**src/rtl/sram16_bridge.sv**
```systemverilog
// sram16_bridge: runs a lane-aligned 32-bit CPU access on a 16-bit async SRAM
// as one or two half-word cycles, stalling the core through hlt until done.
module sram16_bridge #(
  parameter int ADDR_W      = 18,
  parameter int WAIT_CYCLES = 1
) (
  input  logic              CLK,
  input  logic              RES,
  input  logic              rd,
  input  logic [3:0]        wren,
  input  logic [31:0]       addr,
  input  logic [31:0]       wdata,
  output logic [31:0]       rdata,
  output logic              hlt,
  output logic [ADDR_W-1:0] sram_addr,
  output logic [15:0]       sram_dq_o,
  output logic              sram_dq_oe,
  input  logic [15:0]       sram_dq_i,
  output logic              sram_ce_n,
  output logic              sram_oe_n,
  output logic              sram_we_n,
  output logic              sram_lb_n,
  output logic              sram_ub_n
);
  typedef enum logic [1:0] {IDLE, LO, HI, DONE} state_t;
  localparam int PW = $clog2(WAIT_CYCLES + 2);
  localparam logic [PW-1:0] LAST = PW'(WAIT_CYCLES + 1);
  localparam logic [PW-1:0] WEND = PW'(WAIT_CYCLES);
  state_t              r_state, w_next;
  logic [PW-1:0]       r_p;
  logic [ADDR_W-2:0]   r_addr;
  logic [3:0]          r_wren;
  logic [31:0]         r_wdata, r_rdata;
  logic                r_wr;
  logic                w_req, w_act, w_hi, w_last;
  logic [1:0]          w_lane;
  logic                w_unused;
  assign w_req    = rd | (|wren);
  assign w_act    = (r_state == LO) || (r_state == HI);
  assign w_hi     = r_state == HI;
  assign w_last   = r_p == LAST;
  assign w_lane   = w_hi ? r_wren[3:2] : r_wren[1:0];
  assign rdata    = r_rdata;
  assign w_unused = ^{addr[31:ADDR_W+1], addr[1:0]};
  always_ff @(posedge CLK) begin
    if (RES) r_state <= IDLE;
    else     r_state <= w_next;
  end
  always_comb begin
    w_next = r_state;
    unique case (r_state)
      IDLE:    w_next = !w_req ? IDLE : ((|wren) && wren[1:0] == 2'b00) ? HI : LO;
      LO:      w_next = !w_last ? LO : (!r_wr || (|r_wren[3:2])) ? HI : DONE;
      HI:      w_next = w_last ? DONE : HI;
      default: w_next = IDLE;
    endcase
  end
  always_ff @(posedge CLK) begin
    if (RES) begin
      r_p     <= '0;
      r_addr  <= '0;
      r_wren  <= '0;
      r_wdata <= '0;
      r_wr    <= 1'b0;
      r_rdata <= '0;
    end else begin
      r_p <= (w_act && !w_last) ? r_p + 1'b1 : '0;
      if (r_state == IDLE && w_req) begin
        r_addr  <= addr[ADDR_W:2];
        r_wren  <= wren;
        r_wdata <= wdata;
        r_wr    <= |wren;
      end
      // each half of the read word is captured on the edge ending its strobe
      if (w_act && !r_wr && w_last) begin
        if (w_hi) r_rdata[31:16] <= sram_dq_i;
        else      r_rdata[15:0]  <= sram_dq_i;
      end
    end
  end
  always_comb begin
    hlt        = !RES && ((r_state == IDLE && w_req) || w_act);
    sram_ce_n  = !w_act;
    sram_addr  = w_act ? {r_addr, w_hi} : '0;
    sram_dq_oe = w_act && r_wr;
    sram_dq_o  = sram_dq_oe ? (w_hi ? r_wdata[31:16] : r_wdata[15:0]) : '0;
    sram_we_n  = !(sram_dq_oe && r_p != '0 && r_p <= WEND);
    sram_oe_n  = !(w_act && !r_wr && r_p != '0);
    sram_lb_n  = !w_act || (r_wr && !w_lane[0]);
    sram_ub_n  = !w_act || (r_wr && !w_lane[1]);
  end
endmodule
```
**config.mk**
```make
export PLATFORM = sky130hd
export DESIGN_NAME = sram16_bridge
export DESIGN_NICKNAME = d
export VERILOG_FILES = /design/src/rtl/sram16_bridge.sv
export SDC_FILE = /design/constraint.sdc
export NUM_CORES = 1
export LEC_CHECK = 0
export CAP_MARGIN = 20
export CORE_ASPECT_RATIO = 1.4
export CORE_MARGIN = 2
export CORE_UTILIZATION = 47
export DETAILED_ROUTE_END_ITERATION = 10
export PLACE_DENSITY = 0.81
export SYNTH_ARGS = -nofsm -noshare
export SYNTH_HDL_FRONTEND = slang
export SYNTH_SLANG_ARGS = --single-unit
export TNS_END_PERCENT = 5
```
**constraint.sdc**
```tcl
create_clock -name CLK -period 2.11 [get_ports CLK]
set_input_delay 0.422 -clock CLK [delete_from_list [all_inputs] [get_ports CLK]]
set_output_delay 0.422 -clock CLK [all_outputs]
set_load 0.02 [all_outputs]
```
==> impl_metrics.env, run 1 <==
export IMPL_hp_start="RES"
export IMPL_cts_buffers=9
export IMPL_synth_edf_count=0
export IMPL_fmax_mhz=479
export IMPL_worst_pin_slew_ps=892
export IMPL_nNetsFinal=821
export IMPL_clk_path_buf_depth=2
export IMPL_synth_common_cells="nand2_1 (119), dfxtp_1 (90), a31oi_1 (50), nand4_1 (49), nor3b_1 (49)"
export IMPL_setup_tns_ps=0
export IMPL_min_path_type="input port to flip-flop"
export IMPL_ys_types=38
export IMPL_skew_ps=5.70
export IMPL_die_y_um=125
export IMPL_p_sw_w=0.00158
export IMPL_holdWs_ps=363
export IMPL_cts_tree="done"
export IMPL_antenna_found_initial=0
export IMPL_worstSkewPairLatency_ps=340
export IMPL_ys_seq_elements=90
export IMPL_initial_core_util=0.480
export IMPL_hold_path_depth=2
export IMPL_min_period_over_period=0.988
export IMPL_worstSetupPathType="flip-flop to output pin"
export IMPL_drtIter0Drc=313
export IMPL_core_rowCount=44
export IMPL_comb_power_share=0.284
export IMPL_cts_sinks=90
export IMPL_via_per_inst=6.06
export IMPL_grt_pass1_vias=5083
export IMPL_fin_crit_ps=2090
export IMPL_rr_startpoint="r_state[1]"
export IMPL_cp_data_arrival_time_ps=1660
export IMPL_p_clk_frac=0.303
export IMPL_rsz0062_at_grt="true"
export IMPL_cap_violations=0
export IMPL_multi_input_area_um2=2800
export IMPL_finalInstanceArea_um2=6770
export IMPL_slowest_stage="or3_1"
export IMPL_post_cts_setup_buffers=0
export IMPL_async_flop_share=0
export IMPL_syn_nets=714
export IMPL_grt_max_degree=161
export IMPL_wl_per_cell_um=17.3
export IMPL_insertedDiodeCount=0
export IMPL_gp_congestion=0.829
export IMPL_wirelength_mm=15.1
export IMPL_syn_area_um2=4950
export IMPL_dpl_cell_area_um2=6510
export IMPL_min_to="r_p[0]"
export IMPL_firstDrtPassIters=5
export IMPL_cts_root_buf="clkbuf_16"
export IMPL_sw_frac_of_total=0.321
export IMPL_cts_max_level=3
export IMPL_grtUsageTotal=0.262
export IMPL_cp_start_kind="flip-flop"
export IMPL_pwr_share_seq=0.413
export IMPL_nFillCells=901
export IMPL_p_leak_nw=2.30
export IMPL_synth_ff_type="dfxtp_1"
export IMPL_ant_nets=0
export IMPL_cellInternalPower_w=0.00334
export IMPL_chipWidth_um=90.7
export IMPL_r2r_slack_ps=150
export IMPL_synth_seq_area_share=0.364
export IMPL_area_sequential_um2=1800
export IMPL_p_per_area_nw_per_um2=727
export IMPL_peakVddDrop_v=0.000471
export IMPL_synth_top_area_cell="dfxtp_1"
export IMPL_slew_headroom=0.405
export IMPL_synth_area_leaders="dfxtp_1 (36%), nand2_1 (9.0%), nor3b_1 (7.4%)"
export IMPL_netlist_instances=620
export IMPL_slew_violations=0
export IMPL_die_area_um2=11400
export IMPL_status="finished, final reports clean"
export IMPL_gr_total_overflow=0
export IMPL_rr_worst_depth=5
export IMPL_via_count=5274
export IMPL_drc_errors=0
export IMPL_r2r_end="r_state[1]"
export IMPL_cts_hold_buf=0
export IMPL_p_total_w=0.00492
export IMPL_critPathMaxStageDelay_ps=350
export IMPL_cp_common_cell="inv_1"
export IMPL_finalSetupViolCount=0
export IMPL_hold_violations=0
export IMPL_grt_pass1_wl_mm=24.8
export IMPL_synth_area_per_cell_um2=7.98
export IMPL_io_buffers=144
export IMPL_crit_chain="inv_1 > ha_4 > inv_1 > or3_1 > buf_2"
export IMPL_path_clk_slew_ps=60
export IMPL_critPathMaxFanout=3
export IMPL_syn_to_final_growth_pct=36.9
export IMPL_synth_most_common_cell="nand2_1"
export IMPL_drive_gt1_frac=0.139
export IMPL_required_ps=1690
export IMPL_synth_top_area_frac=0.364
export IMPL_yosysWarnings=0
export IMPL_end_kind="output pin"
export IMPL_boundaryPins=160
export IMPL_dp_hpwl_mm=10.1
export IMPL_coreArea_um2=10300
## flip-flops by register name, indices dropped and copies added, names as in the netlist
register / cells
r_wr: 1
r_state: 2
r_wren: 4
r_addr: 17
r_p: 2
rdata: 32
r_wdata: 32
## final cells by class
class,count,share of cell area
clock buffer,12,0.0364
clock inverter,4,0.00407
inverter,9,0.00499
multi-input combinational,445,0.414
sequential,90,0.266
tap,138,0.0255
timing repair buffer,172,0.249
## worst max-delay path, delay by kind of cell (launching register included)
family | cells | cell delay [ps]
AND/OR/NAND/NOR | 1 | 350
flip-flops | 1 | 340
buffers and inverters | 3 | 320
adder cells (fa/ha/maj) | 1 | 300
## layer usage
layer / vias up / wire length, um / GRT usage
met5: - / 0 / 0
met4: 0 / 401 / 0.108
met3: 27 / 1040 / 0.0512
met2: 220 / 7900 / 0.473
met1: 2516 / 5730 / 0.301
li1: 2511 / - / -
## metrics by stage
| stage | std cells | worst slack [ps] | util |
|---|---|---|---|
| after global placement | 853 | -508 | 0.632 |
| after CTS | 869 | -172 | 0.654 |
| after floorplan | 620 | 145 | - |
| after global routing | 870 | -23.0 | 0.658 |
| final | 870 | 24.3 | 0.658 |
| after detailed placement | 853 | -502 | 0.632 |
## power groups by stage
| stage | clock network, W | logic, W | registers [W] |
|---|---|---|---|
| after floorplan | 0 | 0.000866 | 0.00201 |
| after global placement | 0 | 0.00134 | 0.00205 |
| after detailed placement | 0 | 0.00140 | 0.00206 |
| after CTS | 0.00152 | 0.00137 | 0.00203 |
| after global routing | 0.00160 | 0.00153 | 0.00205 |
| final | 0.00149 | 0.00140 | 0.00203 |
## kinds of logic (layout without fill, tap and decap cells)
| group | after synthesis | after routing | synth area share |
|---|---|---|---|
| simple gates | 272 | 272 | 0.299 |
| compound gates | 147 | 147 | 0.201 |
| fa+ha+maj | 7 | 7 | 0.0177 |
| mux | 19 | 19 | 0.0385 |
| buf+inv | 85 | 197 | 0.0802 |
| flops | 90 | 90 | 0.364 |
## placed cells by master (no fill, tap or decap), types with 2 or more instances in the layout
| cell | count |
|---|---|
| inv_1 | 7 |
| and2_1 | 17 |
| clkdlybuf4s15_2 | 15 |
| clkbuf_16 | 9 |
| mux2i_1 | 18 |
| clkbuf_1 | 2 |
| ha_1 | 5 |
| nand2_1 | 118 |
| buf_2 | 16 |
| dlygate4sd2_1 | 2 |
| o311ai_0 | 41 |
| nand4_1 | 49 |
| dfxtp_1 | 89 |
| nor2_1 | 15 |
| a21oi_1 | 41 |
| inv_2 | 2 |
| o311ai_1 | 8 |
| nor3b_1 | 49 |
| dlymetal6s2s_1 | 4 |
| nor3_2 | 4 |
| clkdlybuf4s50_1 | 98 |
| nand2b_1 | 4 |
| a31oi_1 | 50 |
| nor2_2 | 3 |
| buf_12 | 9 |
| buf_4 | 27 |
| clkinvlp_4 | 3 |
## worst max-delay path by stage
| stage | endpoint | slack, ps | startpoint |
|---|---|---|---|
| after floorplan | sram_dq_o[0] | 140 | r_state[0] |
| after global placement | hlt | -510 | wren[3] |
| after detailed placement | hlt | -500 | wren[3] |
| after CTS | sram_dq_o[13] | -170 | r_state[0] |
| after global routing | sram_oe_n | -20 | r_state[1] |
| final | sram_oe_n | 20 | r_state[1] |
## repair_timing
item / 4_1_cts / 5_1_grt
gates resized for setup: 141 / 27
pin swaps: 0 / 2
endpoints found under the setup margin: 41 / 39
(Power assumes the default switching activity.)
==> inputs of run 2 (changes only) <==
- CORE_UTILIZATION: 47 -> 48
- CTS_BUF_LIST: default -> sky130_fd_sc_hd__clkbuf_8
- PLACE_DENSITY: 0.81 -> 0.83
==> impl_metrics.env, run 2 (synthesis gave the netlist of run 1 again) <==
export IMPL_status="finished, violations left"
export IMPL_violations="negative setup slack"
export IMPL_path_clk_slew_ps=90
export IMPL_syn_to_final_growth_pct=37.9
export IMPL_cellInternalPower_w=0.00324
export IMPL_grt_pass1_wl_mm=23.1
export IMPL_final_common_cell="nand2_1"
export IMPL_min_period_over_period=1.02
export IMPL_cts_buffers=9
export IMPL_finalInstanceArea_um2=6820
export IMPL_skew_ps=14.8
export IMPL_required_ps=1690
export IMPL_min_to="rdata[27]"
export IMPL_dp_slack_ps=-528
export IMPL_p_clk_frac=0.281
export IMPL_p_leak_nw=2.40
export IMPL_fin_crit_ps=2150
export IMPL_gp_congestion=0.797
export IMPL_chipWidth_um=89.8
export IMPL_insertedDiodeCount=0
export IMPL_grt_pass1_vias=4881
export IMPL_peakVddDrop_v=0.000474
export IMPL_min_path_type="flip-flop to flip-flop"
export IMPL_comb_power_share=0.292
export IMPL_ant_nets=0
export IMPL_nNetsFinal=838
export IMPL_grt_max_degree=161
export IMPL_rsz0062_at_grt="true"
export IMPL_sw_frac_of_total=0.319
export IMPL_boundaryPins=160
export IMPL_rr_startpoint="r_state[1]"
export IMPL_die_area_um2=11100
export IMPL_fmax_mhz=464
export IMPL_clk_path_buf_depth=2
export IMPL_cts_tree="done"
export IMPL_cp_start_kind="flip-flop"
export IMPL_rr_worst_depth=5
export IMPL_mostFrequentLayoutCells="nand2_1 (119), clkdlybuf4s50_1 (98), dfxtp_1 (89)"
export IMPL_antenna_found_initial=0
export IMPL_hp_start="rdata[27]"
export IMPL_pwr_share_seq=0.427
export IMPL_cts_max_level=3
export IMPL_drtIter0Drc=247
export IMPL_dp_hpwl_mm=9.93
export IMPL_gr_total_overflow=0
export IMPL_dpl_cell_area_um2=6620
export IMPL_slew_headroom=0.557
export IMPL_drc_errors=0
export IMPL_initial_core_util=0.497
export IMPL_cts_hold_buf=0
export IMPL_core_rowCount=43
export IMPL_worstSkewPairLatency_ps=370
export IMPL_finalSetupViolCount=4
export IMPL_via_per_inst=5.91
export IMPL_drive_gt1_frac=0.154
export IMPL_end_kind="output pin"
export IMPL_cp_data_arrival_time_ps=1730
export IMPL_r2r_end="r_state[1]"
export IMPL_worst_pin_slew_ps=664
export IMPL_cap_violations=0
export IMPL_worstSetupPathType="flip-flop to output pin"
export IMPL_firstDrtPassIters=4
export IMPL_die_y_um=124
export IMPL_hold_violations=0
export IMPL_hold_path_depth=2
export IMPL_coreArea_um2=9950
export IMPL_slew_violations=0
export IMPL_grtUsageTotal=0.252
export IMPL_p_sw_w=0.00152
export IMPL_r2r_slack_ps=220
export IMPL_via_count=5223
export IMPL_io_buffers=144
export IMPL_cts_root_buf="clkbuf_8"
export IMPL_p_per_area_nw_per_um2=699
export IMPL_wirelength_mm=14.4
export IMPL_wl_per_cell_um=16.3
export IMPL_cts_sinks=90
export IMPL_critPathMaxFanout=15
export IMPL_p_total_w=0.00476
export IMPL_layout_setup_ws_ps=-43.3
==> run 2: cell count changes in the layout (fill, tap and decap cells not counted), sizes merged <==
cell / change
buf: +26
clkdlybuf4s15: -10
bufinv: +2
inv: +1
clkinv: +1
clkinvlp: -3
==> run 2: how the worst max path moves through the flow <==
stage / from / end / slack [ps] / cells past startpoint
after floorplan: r_state[0] / sram_dq_o[0] / 140 / 6
after global placement: wren[3] / hlt / -520 / 5
after detailed placement: wren[3] / hlt / -530 / 5
after CTS: r_state[0] / sram_dq_o[2] / -190 / 6
after global routing: r_state[1] / sram_dq_o[4] / -110 / 7
final: r_state[1] / sram_dq_o[4] / -40 / 7
==> run 2: final cells by class <==
type | instances | area (um2)
fill | 813 | 3130
multi-input combinational | 445 | 2800
sequential | 90 | 1800
timing repair buffer | 189 | 1790
tap | 135 | 169
clock buffer | 11 | 151
clock inverter | 5 | 77.6
inverter | 9 | 33.8
==> run 2: worst max-delay path: stages, from the launching register on <==
cell     delay (ps)
dfxtp_2         340
buf_4           130
ha_4            160
buf_12          150
buf_4           140
mux2i_1         200
nor2_1           70
buf_4           160
==> run 2: through the flow <==
stage	std cells	utilization	TNS [ps]	hold WS (ps)
after global routing	884	0.685	-579	477
after global placement	858	0.665	-689	434
final	884	0.685	-60.4	457
after floorplan	620	-	0	432
after detailed placement	858	0.665	-886	446
after CTS	874	0.684	-1420	458
==> run 2: timing repair <==
item                                    CTS  global route
setup buffers                             0            10
pin swaps                                 0             2
gates cloned                              0             0
gates resized for setup                 134            41
endpoints found under the setup margin   41            37
==> run 2: layer usage <==
layer  wire, um  vias up  share of wire  track usage
met5          0        -              0            0
met4        394        0          0.027        0.117
met3        912       29          0.063       0.0466
met2       7350      215           0.51        0.452
met1       5750     2440           0.40        0.294
li1           -     2539              -            -
==> run 2: power by group through the flow <==
| stage | Sequential (W) | Combinational, W | Clock, W |
|---|---|---|---|
| finish | 0.00203 | 0.00139 | 0.00134 |
| global route | 0.00205 | 0.00152 | 0.00142 |
| CTS | 0.00203 | 0.00139 | 0.00136 |
| detailed placement | 0.00207 | 0.00142 | 0 |
| global placement | 0.00205 | 0.00138 | 0 |
| floorplan | 0.00201 | 0.000866 | 0 |
==> inputs of run 3 (changes only) <==
- CAP_MARGIN: 20 -> 40
==> results of run 3 <==
Final layout, timing and power as in run 2 (identical DEF).
